[src/rtl/uart_pkg.sv]
// rtl/uart_pkg.sv - shared types and helpers for the configurable UART receiver
package uart_pkg;

  typedef enum logic [2:0] {
    ST_IDLE,
    ST_START,
    ST_DATA,
    ST_PARITY,
    ST_STOP
  } state_t;

  localparam int PAR_NONE = 0;
  localparam int PAR_ODD  = 1;
  localparam int PAR_EVEN = 2;

  function automatic logic maj3(input logic a, input logic b, input logic c);
    return (a & b) | (a & c) | (b & c);
  endfunction

endpackage

[src/rtl/uart_bit_sampler.sv]
// rtl/uart_bit_sampler.sv - rx synchronizer, start-edge detect, bit timer and 3-sample vote
module uart_bit_sampler #(
  parameter int CLKS_PER_BIT = 10417
) (
  input  logic clk,
  input  logic reset_n,
  input  logic rx,
  input  logic cnt_clr,
  output logic start_edge,
  output logic bit_valid,
  output logic bit_val,
  output logic bit_wrap
);
  import uart_pkg::*;

  localparam int CW   = $clog2(CLKS_PER_BIT);
  localparam int HALF = CLKS_PER_BIT / 2;

  logic          sync1, rx_s, rx_d;
  logic          samp0, samp1;
  logic [CW-1:0] bit_cnt;

  always_ff @(posedge clk) begin
    if (!reset_n) begin
      sync1   <= 1'b1;
      rx_s    <= 1'b1;
      rx_d    <= 1'b1;
      samp0   <= 1'b1;
      samp1   <= 1'b1;
      bit_cnt <= '0;
    end else begin
      sync1 <= rx;
      rx_s  <= sync1;
      rx_d  <= rx_s;
      if (cnt_clr || bit_wrap) bit_cnt <= '0;
      else                     bit_cnt <= bit_cnt + CW'(1);
      if (bit_cnt == CW'(HALF - 1)) samp0 <= rx_s;
      if (bit_cnt == CW'(HALF))     samp1 <= rx_s;
    end
  end

  // third sample is taken live so the vote is ready at HALF+1
  assign start_edge = !rx_s && rx_d;
  assign bit_wrap   = (bit_cnt == CW'(CLKS_PER_BIT - 1));
  assign bit_valid  = (bit_cnt == CW'(HALF + 1));
  assign bit_val    = maj3(samp0, samp1, rx_s);

endmodule

[src/rtl/uart_rx_cfg.sv]
// rtl/uart_rx_cfg.sv - parametrised UART receiver with parity/framing/break/overrun flags
module uart_rx_cfg #(
  parameter int CLKS_PER_BIT = 10417,
  parameter int DATA_BITS    = 8,
  parameter int PARITY       = 0,
  parameter int STOP_BITS    = 1
) (
  input  logic                 clk,
  input  logic                 reset_n,
  input  logic                 rx,
  output logic [DATA_BITS-1:0] data,
  output logic                 rx_valid,
  input  logic                 rx_ready,
  output logic                 parity_err,
  output logic                 frame_err,
  output logic                 break_det,
  output logic                 overrun
);
  import uart_pkg::*;

  state_t               state, state_n;
  logic [3:0]           idx, idx_n;
  logic [DATA_BITS-1:0] shreg, shreg_n;
  logic                 par_bit, par_bit_n, ferr, ferr_n;
  logic                 done, fe_now, pe_now, bk_now, par_x;
  logic                 start_edge, bit_valid, bit_val, bit_wrap, cnt_clr;

  // counter is held at zero while idle so the edge cycle is bit_cnt = 0
  assign cnt_clr = (state == ST_IDLE) && !start_edge;

  uart_bit_sampler #(.CLKS_PER_BIT(CLKS_PER_BIT)) u_sampler (
    .clk        (clk),
    .reset_n    (reset_n),
    .rx         (rx),
    .cnt_clr    (cnt_clr),
    .start_edge (start_edge),
    .bit_valid  (bit_valid),
    .bit_val    (bit_val),
    .bit_wrap   (bit_wrap)
  );

  always_comb begin
    state_n   = state;
    idx_n     = idx;
    shreg_n   = shreg;
    par_bit_n = par_bit;
    ferr_n    = ferr;
    done      = 1'b0;
    case (state)
      ST_IDLE: if (start_edge) begin
        state_n   = ST_START;
        idx_n     = '0;
        ferr_n    = 1'b0;
        par_bit_n = 1'b0;
      end
      ST_START: begin
        if (bit_valid && bit_val) state_n = ST_IDLE;
        else if (bit_wrap)        state_n = ST_DATA;
      end
      ST_DATA: begin
        if (bit_valid) shreg_n = {bit_val, shreg[DATA_BITS-1:1]};
        if (bit_wrap) begin
          if (idx == 4'(DATA_BITS - 1)) begin
            idx_n   = '0;
            state_n = (PARITY != PAR_NONE) ? ST_PARITY : ST_STOP;
          end else begin
            idx_n = idx + 4'd1;
          end
        end
      end
      ST_PARITY: begin
        if (bit_valid) par_bit_n = bit_val;
        if (bit_wrap)  state_n   = ST_STOP;
      end
      ST_STOP: begin
        // last stop bit completes at its vote so a back-to-back start is not missed
        if (bit_valid) begin
          if (!bit_val) ferr_n = 1'b1;
          if (idx == 4'(STOP_BITS - 1)) begin
            done    = 1'b1;
            state_n = ST_IDLE;
          end
        end else if (bit_wrap) begin
          idx_n = idx + 4'd1;
        end
      end
      default: state_n = ST_IDLE;
    endcase
  end

  assign par_x  = (^shreg) ^ par_bit;
  assign pe_now = (PARITY == PAR_ODD) ? !par_x : (PARITY == PAR_EVEN) ? par_x : 1'b0;
  assign fe_now = ferr | !bit_val;
  assign bk_now = (shreg == '0) && ((PARITY == PAR_NONE) || !par_bit) && fe_now;

  always_ff @(posedge clk) begin
    if (!reset_n) begin
      state      <= ST_IDLE;
      idx        <= '0;
      shreg      <= '0;
      par_bit    <= 1'b0;
      ferr       <= 1'b0;
      data       <= '0;
      rx_valid   <= 1'b0;
      parity_err <= 1'b0;
      frame_err  <= 1'b0;
      break_det  <= 1'b0;
      overrun    <= 1'b0;
    end else begin
      state   <= state_n;
      idx     <= idx_n;
      shreg   <= shreg_n;
      par_bit <= par_bit_n;
      ferr    <= ferr_n;
      overrun <= 1'b0;
      if (done) begin
        if (!rx_valid || rx_ready) begin
          data       <= shreg;
          parity_err <= pe_now;
          frame_err  <= fe_now;
          break_det  <= bk_now;
          rx_valid   <= 1'b1;
        end else begin
          overrun <= 1'b1;
        end
      end else if (rx_valid && rx_ready) begin
        rx_valid <= 1'b0;
      end
    end
  end

endmodule

[config.mk]
export PLATFORM = sky130hd
export DESIGN_NAME = uart_rx_cfg
export DESIGN_NICKNAME = d
export VERILOG_FILES = /design/src/rtl/uart_pkg.sv /design/src/rtl/uart_bit_sampler.sv /design/src/rtl/uart_rx_cfg.sv
export SDC_FILE = /design/constraint.sdc
export NUM_CORES = 1
export LEC_CHECK = 0
export ABC_AREA = 1
export CAP_MARGIN = 40
export CORE_ASPECT_RATIO = 1.1
export CORE_UTILIZATION = 39
export CTS_CLUSTER_DIAMETER = 150
export DETAILED_ROUTE_END_ITERATION = 8
export GPL_ROUTABILITY_DRIVEN = 0
export GPL_TIMING_DRIVEN = 0
export PLACE_DENSITY = 0.66
export SLEW_MARGIN = 20
export SYNTH_ARGS = -nofsm -noshare
export SYNTH_HDL_FRONTEND = slang
export SYNTH_SLANG_ARGS = --single-unit
[constraint.sdc]
create_clock -name clk -period 1.9 [get_ports clk]
set_input_delay 0.475 -clock clk [delete_from_list [all_inputs] [get_ports clk]]
set_output_delay 0.475 -clock clk [all_outputs]
set_load 0.005 [all_outputs]
==> key figures, run 1 <==
Logic synthesis
  • Netlist cell types: 33
  • Synth Flop Type: dfxtp_1
  • Mapped Area: 2330 um^2
  • Post-synth EDFFs: 0
  • Synth Area per Inst: 7.21 um^2
  • Fraction of registers with async set/reset: 0%
  • Cells after Synth: 323
  • Sequential-to-total area share from yosys stat: between 40% and 50%
  • Number of synthesized register bits: 47
  • Post-synth net total: approximately 330
  • Yosys warning total: 0

Power and ir drop
  • Power density over the cells: between 1000 and 1500 nW/um^2
  • Maximum VDD drop: 0.435 mV
  • Total Power: approximately 2.7 mW
  • Lkg Pwr: approximately 1.0 nW

Critical path
  • Crit end category: flop
  • Arrival time at the worst endpoint: ~1900 ps
  • CP required: between 2000 and 2500 ps
  • CP Launch Type: flop
  • CP max FO: 10
  • CP Class: reg2reg

Timing
  • RSZ-0062 raised after global routing: false
  • Fin. Hold Viols: 0
  • Final Setup Violations: 0
  • FMAX: ~600 MHz
  • Worst setup margin: 220 ps
  • Max-slew violations: 0
  • Hold Worst Slack: about 420 ps
  • Clock Skew: ~8.2 ps
  • Final period utilization: between 80% and 90%
  • Sum Neg Setup Slack: 0 ps
  • Final min period: 1680 ps

Place
  • Setup WS pre-CTS: 149 ps
  • DP HPWL: about 3300 um
  • Placed Cells: 414
  • IO buf count: 14
  • Area after DPL: approximately 2600 um^2

Clock tree
  • CTS Hold Bufs: 0
  • Clock slew at reported path FFs: roughly 90 ps
  • Clk_lat worst skew: just over 300 ps
  • Post-cts resize count: 0
  • Clock tree buffer depth: 2
  • Setup Fix Bufs, Post-CTS: 0
  • CTS tree: built
  • Number of buffers created by CTS: 5
  • Clock Tree Root: clkbuf_8
  • # H-tree levels: 2
  • Total clock sinks: 47

Worst hold path
  • Hold WC Path Type: reg2reg

Global routing
  • Gr usage total: between 10% and 20%
  • Vias in the first global route: between 1500 and 2000
  • Largest net degree at the start of global routing: 17
  • Overflow after GRT: 0
  • Initial antenna violation count: 0
  • First-pass GRT wire length: approximately 7500 um

Run
  • Number of max-cap violations: 0

Cells and area
  • Most common cell after layout, fill and taps aside: nand2_1
  • Cell area after layout: between 2000 and 3000 um^2
  • Ant. Diodes: 0
  • Fin util: a little under half
  • Layout Nets: 353
  • Layout Area Growth over Synthesis: 15.1%
  • Share of layout cells above drive strength 1: about an eighth
  • Final Instance Count excl. Fillers: 422
  • Most frequent cells in the layout: 64 x nand2_1, 47 x dfxtp_1, 41 x inv_1

Routing
  • DRT iter0 DRCs: about 100
  • Avg WL per Cell: 10.5 um
  • TritonRoute pass-1 iters: 4
  • Routed vias/inst: around 4.8
  • Post-DRT Antenna Nets: 0
  • Routed WL: between 4000 and 5000 um
  • Drc violations: 0
  • Vias: about 2000

Run status
  • Status: completed

Floorplanning
  • Core Area: roughly 5800 um^2
  • Die Span Y: approximately 83 um
  • Site Rows: 29
  • I/O pin total: 17
  • Die Span X: about 76 um
  • Die ar.: roughly 6300 um^2
  • Starting Density: around two fifths
[worst paths after layout]
kind	startpoint	to	slack, ps	cells after the start
min	u_sampler.sync1$_SDFF_PN1_	u_sampler.rx_s$_SDFF_PN1_	420	1
max	u_sampler.bit_cnt[0]$_SDFF_PP0_	u_sampler.bit_cnt[7]$_SDFF_PP0_	220	9
min reg2reg	u_sampler.sync1$_SDFF_PN1_	u_sampler.rx_s$_SDFF_PN1_	420	1
max reg2reg	u_sampler.bit_cnt[0]$_SDFF_PP0_	u_sampler.bit_cnt[7]$_SDFF_PP0_	220	9
[cell usage after synthesis, types with 5 or more instances]
| cell type | instances | area [um^2] |
|---|---|---|
| a21oi_1 | 37 | 185 |
| dfxtp_1 | 47 | 941 |
| ha_1 | 5 | 62.6 |
| inv_1 | 41 | 154 |
| inv_2 | 8 | 30.0 |
| nand2_1 | 64 | 240 |
| nand3_1 | 16 | 80.1 |
| nand3_2 | 5 | 50.1 |
| nand4_1 | 7 | 43.8 |
| nor2_1 | 31 | 116 |
| nor3_1 | 9 | 45.0 |
| o21ai_0 | 16 | 80.1 |
[logic make-up (layout without fill, tap and decap cells)]
| group | after synthesis | in the layout | share of synthesized area [%] |
|---|---|---|---|
| buf+inv | 57 | 79 | 9.89 |
| simple gates | 151 | 151 | 32.3 |
| other cells | 1 | 1 | 0.161 |
| flops | 47 | 47 | 40.4 |
| xor+xnor | 4 | 4 | 1.50 |
| fa+ha+maj | 5 | 5 | 2.69 |
| compound gates | 58 | 58 | 13.0 |
[per-layer routing]
metal,wire length (um),global-route usage (%),vias to the layer above
met2,2200,25.6,20
met3,99,4.00,6
li1,-,-,1078
met1,2060,18.6,903
met4,78,6.06,0
met5,0,0,-
[sequential cells by signal (all words and copies together), names as in the netlist, 3 cells and up]
signal             cells
idx                    4
shreg                  8
state                  3
u_sampler.bit_cnt     14
data                   8
[area by class of cell]
cell class                      count  area [um^2]
Fill cell                         591         3090
Clock buffer                        5         68.8
Inverter                           52          200
Buffer                              5         30.0
Clock inverter                      3         46.3
Sequential cell                    47          941
Tap cell                           77         96.3
Timing Repair Buffer               14          140
Multi-Input combinational cell    219         1160
[worst max-delay path, stage by stage (launching register included)]
cell and delay (ps):
dfxtp_1 440, inv_1 70, ha_1 230, nand4_1 100
nor2_1 40, nand2_1 110, nand3_2 220, inv_2 170
o21ai_0 110, a21oi_1 120
[report_power, final]
part | internal (mW) | switching (mW)
clock network | 0.396 | 0.355
registers | 1.04 | 0.0738
logic | 0.278 | 0.555
total | 1.71 | 0.984
Note: power is estimated with default switching activity, not from simulation.
==> run 2, diff against run 1 <==
--- a/config.mk
+++ b/config.mk
@@ -7,13 +7,14 @@
 export LEC_CHECK = 0
 export ABC_AREA = 1
 export CAP_MARGIN = 40
-export CORE_ASPECT_RATIO = 1.1
+export CORE_ASPECT_RATIO = 0.75
 export CORE_UTILIZATION = 39
 export CTS_CLUSTER_DIAMETER = 150
 export DETAILED_ROUTE_END_ITERATION = 8
 export GPL_ROUTABILITY_DRIVEN = 0
 export GPL_TIMING_DRIVEN = 0
 export PLACE_DENSITY = 0.66
+export RECOVER_POWER = 100
 export SLEW_MARGIN = 20
 export SYNTH_ARGS = -nofsm -noshare
 export SYNTH_HDL_FRONTEND = slang
==> run 2 against run 1 <==
- non-clock buffer count is the same
- sequential power is essentially flat
- global-route usage grew 0.47 points
- final area shrank 1.0%
- count of clock-buffer cells in the layout is the same
- core utilization grew 1.3 points
- first-iteration DRC count grew 27%
- via count grew 0.40%
- die area is essentially flat
- wire length grew 3.3%
- sequential share of layout area grew 0.36 points
- critical path depth is the same
- largest power group unchanged
==> key figures, run 2 (synthesis gave the netlist of run 1 again) <==
Run status
  • Status: completed

Cells and area
  • Largest regs: u_sampler.bit_cnt x14, data x8, shreg x8
  • Most common cell after layout, fill and taps aside: nand2_1
  • Layout Area Growth over Synthesis: 13.9%
  • Ant. Diodes: 0 (unchanged)
  • Layout Nets: 353 (unchanged)
  • Largest reg by FF count: u_sampler.bit_cnt
  • Number of flip-flops in the largest register: 14 (unchanged)
  • Fin util: 47.8% (+1.3 points)
  • Share of layout cells above drive strength 1: 10.7% (-1.7 points)
  • Most frequent cells in the layout: 65 x nand2_1, 47 x dfxtp_1, 42 x inv_1

Global routing
  • First-pass GRT wire length: 7730 um (+2.7%)
  • Overflow after GRT: 0 (unchanged)
  • Largest net degree at the start of global routing: 17 (unchanged)
  • Initial antenna violation count: 0 (unchanged)
  • Vias in the first global route: 1696 (-4.7%)
  • Gr usage total: 15.9% (+0.47 points)

Floorplanning
  • Site Rows: 23 (-21%)
  • Starting Density: 41.9% (+1.6 points)
  • Die Span X: 91.2 um (+21%)
  • I/O pin total: 17 (unchanged)
  • Die Span Y: 68.9 um (-17%)
  • Core Area: 5550 um^2 (-3.7%)
  • Die ar.: 6290 um^2 (about the same)

Routing
  • Routed vias/inst: 4.80 (+0.88%)
  • Drc violations: 0 (unchanged)
  • TritonRoute pass-1 iters: 4 (unchanged)
  • Routed WL: 4580 um (+3.3%)
  • Avg WL per Cell: 10.9 um (+3.8%)
  • Post-DRT Antenna Nets: 0 (unchanged)
  • Vias: 2015 (+0.40%)
  • DRT iter0 DRCs: 124 (+27%)

Power and ir drop
  • Maximum VDD drop: 0.612 mV (+41%)
  • Logic pwr share: 31.5% (+0.6 points)
  • Total Power: 2.73 mW (+1.3%)
  • Power density over the cells: 1030 nW/um^2 (+2.3%)
  • P_sw: 1.01 mW (+2.9%)
  • Clk pwr share: 27.8% (about the same)
  • Switching share of power: 37.1% (+0.60 points)
  • Lkg Pwr: 1.07 nW (+2.7%)
  • Pint: 1.72 mW (+0.31%)
  • Reg power frac: 40.7% (-0.5 points)

Timing
  • Max-slew violations: 0 (unchanged)
  • Final Setup Violations: 0 (unchanged)
  • Clock Skew: 8.55 ps (+0.299 ps)
  • Hold Worst Slack: 421 ps (+2.88 ps)
  • Sum Neg Setup Slack: 0 ps (unchanged)
  • FMAX: 579 MHz (-2.7%)
  • Worst setup margin: 173 ps (-47.3 ps)
  • Fin. Hold Viols: 0 (unchanged)
  • Final min period: 1730 ps (+47.3 ps)
  • Final period utilization: 90.9% (+2.5 points)
  • RSZ-0062 raised after global routing: false

Clock tree
  • Clock Tree Root: clkbuf_8
  • # H-tree levels: 2 (unchanged)
  • Total clock sinks: 47 (unchanged)
  • Setup Fix Bufs, Post-CTS: 0 (unchanged)
  • Number of buffers created by CTS: 5 (unchanged)
  • Clk_lat worst skew: 300 ps (about the same)
  • CTS tree: built
  • Clock tree buffer depth: 2 (unchanged)
  • CTS Hold Bufs: 0 (unchanged)
  • Post-cts resize count: 0 (unchanged)
  • Clock slew at reported path FFs: 90 ps (about the same)

Worst hold path
  • Hold WC Path Type: reg2reg

Critical path
  • CP Launch Type: flop
  • CP Class: reg2reg
  • CP required: 2140 ps (about the same)
  • CP max FO: 10 (unchanged)
  • Arrival time at the worst endpoint: 1970 ps (+50 ps)
  • Crit end category: flop

Place
  • DP HPWL: 3430 um (+2.5%)
  • Setup WS pre-CTS: 178 ps (+28.3 ps)
  • IO buf count: 14 (unchanged)

Run
  • Number of max-cap violations: 0 (unchanged)
## run 2: worst max-delay path: stages (launching register included)
cell and delay [ps]:
dfxtp_1 430, ha_1 220, nand3_2 90, inv_1 60
nand2_1 110, nor2_8 160, nand4_4 170, inv_2 190
nand3_1 110, a21oi_2 110
## run 2: area by class of cell
| type | count | area [um^2] |
|---|---|---|
| fillers | 562 | 2900 |
| multi-input cells | 219 | 1140 |
| flip-flops and latches | 47 | 941 |
| inverters | 52 | 195 |
| repair buffers | 14 | 140 |
| well taps | 75 | 93.8 |
| clock buffers | 5 | 68.8 |
| clock inverters | 3 | 46.3 |
| plain buffers | 5 | 30.0 |
## run 2: power groups by stage
| stage | Clock, mW | Combinational [mW] | Sequential [mW] |
|---|---|---|---|
| 2_1_floorplan | 0 | 0.688 | 1.12 |
| 3_3_place_gp | 0 | 0.835 | 1.13 |
| 3_5_place_dp | 0 | 0.845 | 1.13 |
| 4_1_cts | 0.790 | 0.851 | 1.11 |
| 5_1_grt | 0.823 | 0.988 | 1.12 |
| 6_report | 0.760 | 0.859 | 1.11 |
## run 2: routing by layer
layer,wire length (um),track usage (%),vias up
met5,0,0,-
met4,46,5.56,0
met3,187,4.82,4
met2,1810,22.7,37
met1,2530,22.6,897
li1,-,-,1077
## run 2: through the flow
stage          instance area, um^2  instances
6_report                      2650        420
5_1_grt                       2650        420
4_1_cts                       2680        420
3_5_place_dp                  2560        412
3_3_place_gp                  2560        412
2_1_floorplan                 2330        323
## run 2: final timing paths
check / start / end / slack [ps] / cells after the start
hold reg to reg: u_sampler.sync1$_SDFF_PN1_ / u_sampler.rx_s$_SDFF_PN1_ / 420 / 1
setup / recovery: u_sampler.bit_cnt[0]$_SDFF_PP0_ / break_det$_SDFFE_PN0P_ / 170 / 9
hold / removal: u_sampler.sync1$_SDFF_PN1_ / u_sampler.rx_s$_SDFF_PN1_ / 420 / 1
setup reg to reg: u_sampler.bit_cnt[0]$_SDFF_PP0_ / break_det$_SDFFE_PN0P_ / 170 / 9
==> run 3, diff against run 2 <==
==> constraint.sdc (replaced) <==
create_clock -name clk -period 2.1 [get_ports clk]
set_input_delay 0.525 -clock clk [delete_from_list [all_inputs] [get_ports clk]]
set_output_delay 0.525 -clock clk [all_outputs]
set_load 0.005 [all_outputs]
==> run 3 against run 2 <==
- final area about the same
- sequential cell count unchanged
- combinational power decreased by 12%
- sequential power decreased by 9%
- sequential share of layout area about the same
- power decreased by 10%
- first-iteration DRC count decreased by 10%
- core utilization about the same
- count of clock-buffer cells in the layout unchanged
- register-to-register slack improved by 110 ps
- clock power decreased by 9.5%
- largest power group unchanged
- highest routed layer unchanged
==> key figures, run 3 (synthesis gave the netlist of run 1 again) <==
Run status
  • Status: completed

Routing
  • Post-DRT Antenna Nets: 0 (unchanged)
  • DRT iter0 DRCs: 111 (-10%)
  • Routed vias/inst: 4.80 (unchanged)
  • Routed WL: 4590 um (+0.20%)
  • TritonRoute pass-1 iters: 5 (+1)
  • Avg WL per Cell: 10.9 um (+0.20%)
  • Vias: 2015 (unchanged)
  • Drc violations: 0 (unchanged)

Critical path
  • CP max stage delay: 430 ps (about the same)
  • CP max-delay cell: dfxtp_1
  • Crit end category: flop
  • CP Class: reg2reg
  • Worst path most repeated cell: nand3_2
  • CP Launch Type: flop
  • Cells along the critical path: ha_1 -> nand3_2 -> inv_1 -> nand2_1 -> nor2_8 -> nand4_4 -> clkinvlp_2 -> nand3_2 -> a21oi_2
  • CP max FO: 10 (unchanged)
  • CP required: 2340 ps (+200 ps)
  • Arrival time at the worst endpoint: 2060 ps (+90 ps)
  • Crit path max-delay family: simple AND/OR/NAND/NOR gates
  • CP bufs+invs: 2 (unchanged)

Place
  • Area after DPL: 2560 um^2 (unchanged)
  • Placed Cells: 412 (unchanged)
  • IO buf count: 14 (unchanged)
  • DP HPWL: 3430 um (unchanged)

Clock tree
  • Clock slew at reported path FFs: 90 ps (about the same)
  • Setup Fix Bufs, Post-CTS: 0 (unchanged)
  • CTS Hold Bufs: 0 (unchanged)
  • Clock Tree Root: clkbuf_8
  • # H-tree levels: 2 (unchanged)
  • Clock tree buffer depth: 2 (unchanged)
  • Post-cts resize count: 0 (unchanged)
  • Clk_lat worst skew: 300 ps (about the same)
  • Total clock sinks: 47 (unchanged)
  • Number of buffers created by CTS: 5 (unchanged)
  • CTS tree: built

Global routing
  • Overflow after GRT: 0 (unchanged)
  • Grt met2 use: 22.7% (unchanged)
  • Gr usage total: 15.9% (unchanged)
  • GR Layer Usage met1: 22.6% (unchanged)
  • Largest net degree at the start of global routing: 17 (unchanged)
  • First-pass GRT wire length: 7730 um (unchanged)
  • Vias in the first global route: 1696 (unchanged)
  • Met3 Use GR: 4.82% (unchanged)
  • GR peak layer: met2
  • Initial antenna violation count: 0 (unchanged)

Timing
  • Final min period: 1820 ps (+93.3 ps)
  • FMAX: 549 MHz (-5.1%)
  • Final period utilization: 86.7% (-4.2 points)
  • Sum Neg Setup Slack: 0 ps (unchanged)
  • Final Setup Violations: 0 (unchanged)
  • Clock Skew: 7.46 ps (-1.09 ps)
  • Max-slew violations: 0 (unchanged)
  • Fin. Hold Viols: 0 (unchanged)
  • RSZ-0062 raised after global routing: false

Floorplanning
  • Die ar.: 6290 um^2 (unchanged)
  • I/O pin total: 17 (unchanged)
  • Die Span X: 91.2 um (unchanged)
  • Site Rows: 23 (unchanged)
  • Core Area: 5550 um^2 (unchanged)
  • Die Span Y: 68.9 um (unchanged)
  • Starting Density: 41.9% (unchanged)

Cells and area
  • Fin util: 47.7% (about the same)
  • Largest regs: u_sampler.bit_cnt x14, data x8, shreg x8
  • Number of flip-flops in the largest register: 14 (unchanged)
  • Final Instance Count excl. Fillers: 420 (unchanged)
  • Most frequent cells in the layout: 66 x nand2_1, 47 x dfxtp_1, 43 x inv_1
  • Cell area after layout: 2650 um^2 (about the same)
  • Ant. Diodes: 0 (unchanged)
  • Fillers: 562 (unchanged)
  • Layout Area Growth over Synthesis: 13.9% (about the same)
  • Layout Nets: 353 (unchanged)
  • Share of layout cells above drive strength 1: 10.4% (-0.29 points)
  • Seq. cell area: 941 um^2 (unchanged)
  • Multi-input gate area: 1130 um^2 (-0.22%)
  • Most common cell after layout, fill and taps aside: nand2_1
  • Largest reg by FF count: u_sampler.bit_cnt

Power and ir drop
  • Lkg Pwr: 1.07 nW (-0.75%)
  • Total Power: 2.45 mW (-10%)
  • Power density over the cells: 924 nW/um^2 (-10%)
  • Maximum VDD drop: 0.551 mV (-10%)

Worst hold path
  • Hold WC Path Type: reg2reg

Run
  • Number of max-cap violations: 0 (unchanged)
run 3: per-stage QoR:
stage / hold slack, ps / worst slack [ps]
floorplan: 393 / 585
global placement: 393 / 335
detailed placement: 401 / 328
CTS: 428 / 367
global route: 457 / 105
finish: 422 / 279
run 3: area by class of cell:
cell class,instances,area share [%]
Multi-Input combinational cell,219,42.8
Sequential cell,47,35.5
Inverter,52,7.41
Timing Repair Buffer,14,5.29
Tap cell,75,3.54
Clock buffer,5,2.60
Clock inverter,3,1.75
Buffer,5,1.13
run 3: path summary, 6_finish.rpt:
check / start / endpoint / slack [ps] / depth (start not counted)
min reg2reg: u_sampler.sync1$_SDFF_PN1_ / u_sampler.rx_s$_SDFF_PN1_ / 420 / 1
min: u_sampler.sync1$_SDFF_PN1_ / u_sampler.rx_s$_SDFF_PN1_ / 420 / 1
max: u_sampler.bit_cnt[0]$_SDFF_PP0_ / break_det$_SDFFE_PN0P_ / 280 / 9
max reg2reg: u_sampler.bit_cnt[0]$_SDFF_PP0_ / break_det$_SDFFE_PN0P_ / 280 / 9
run 3: where the power goes:
group          internal [mW]  leakage (nW)  switching, mW
clock network          0.359        0.0548          0.329
registers              0.940         0.380         0.0662
logic                  0.246         0.631          0.510
total                   1.55          1.07          0.905
run 3: worst reg2reg max path, cell delays in order, from the launching register on:
cell        delay, ps
dfxtp_1           430
ha_1              230
nand3_2            90
inv_1              60
nand2_1           110
nor2_8            150
nand4_4           170
clkinvlp_2        300
nand3_2           100
a21oi_2           120
run 3: per-layer routing:
| layer | routed length (um) | vias to the layer above |
|---|---|---|
| met5 | 0 | - |
| met4 | 46 | 0 |
| met3 | 190 | 4 |
| met2 | 1830 | 33 |
| met1 | 2530 | 905 |
| li1 | - | 1073 |
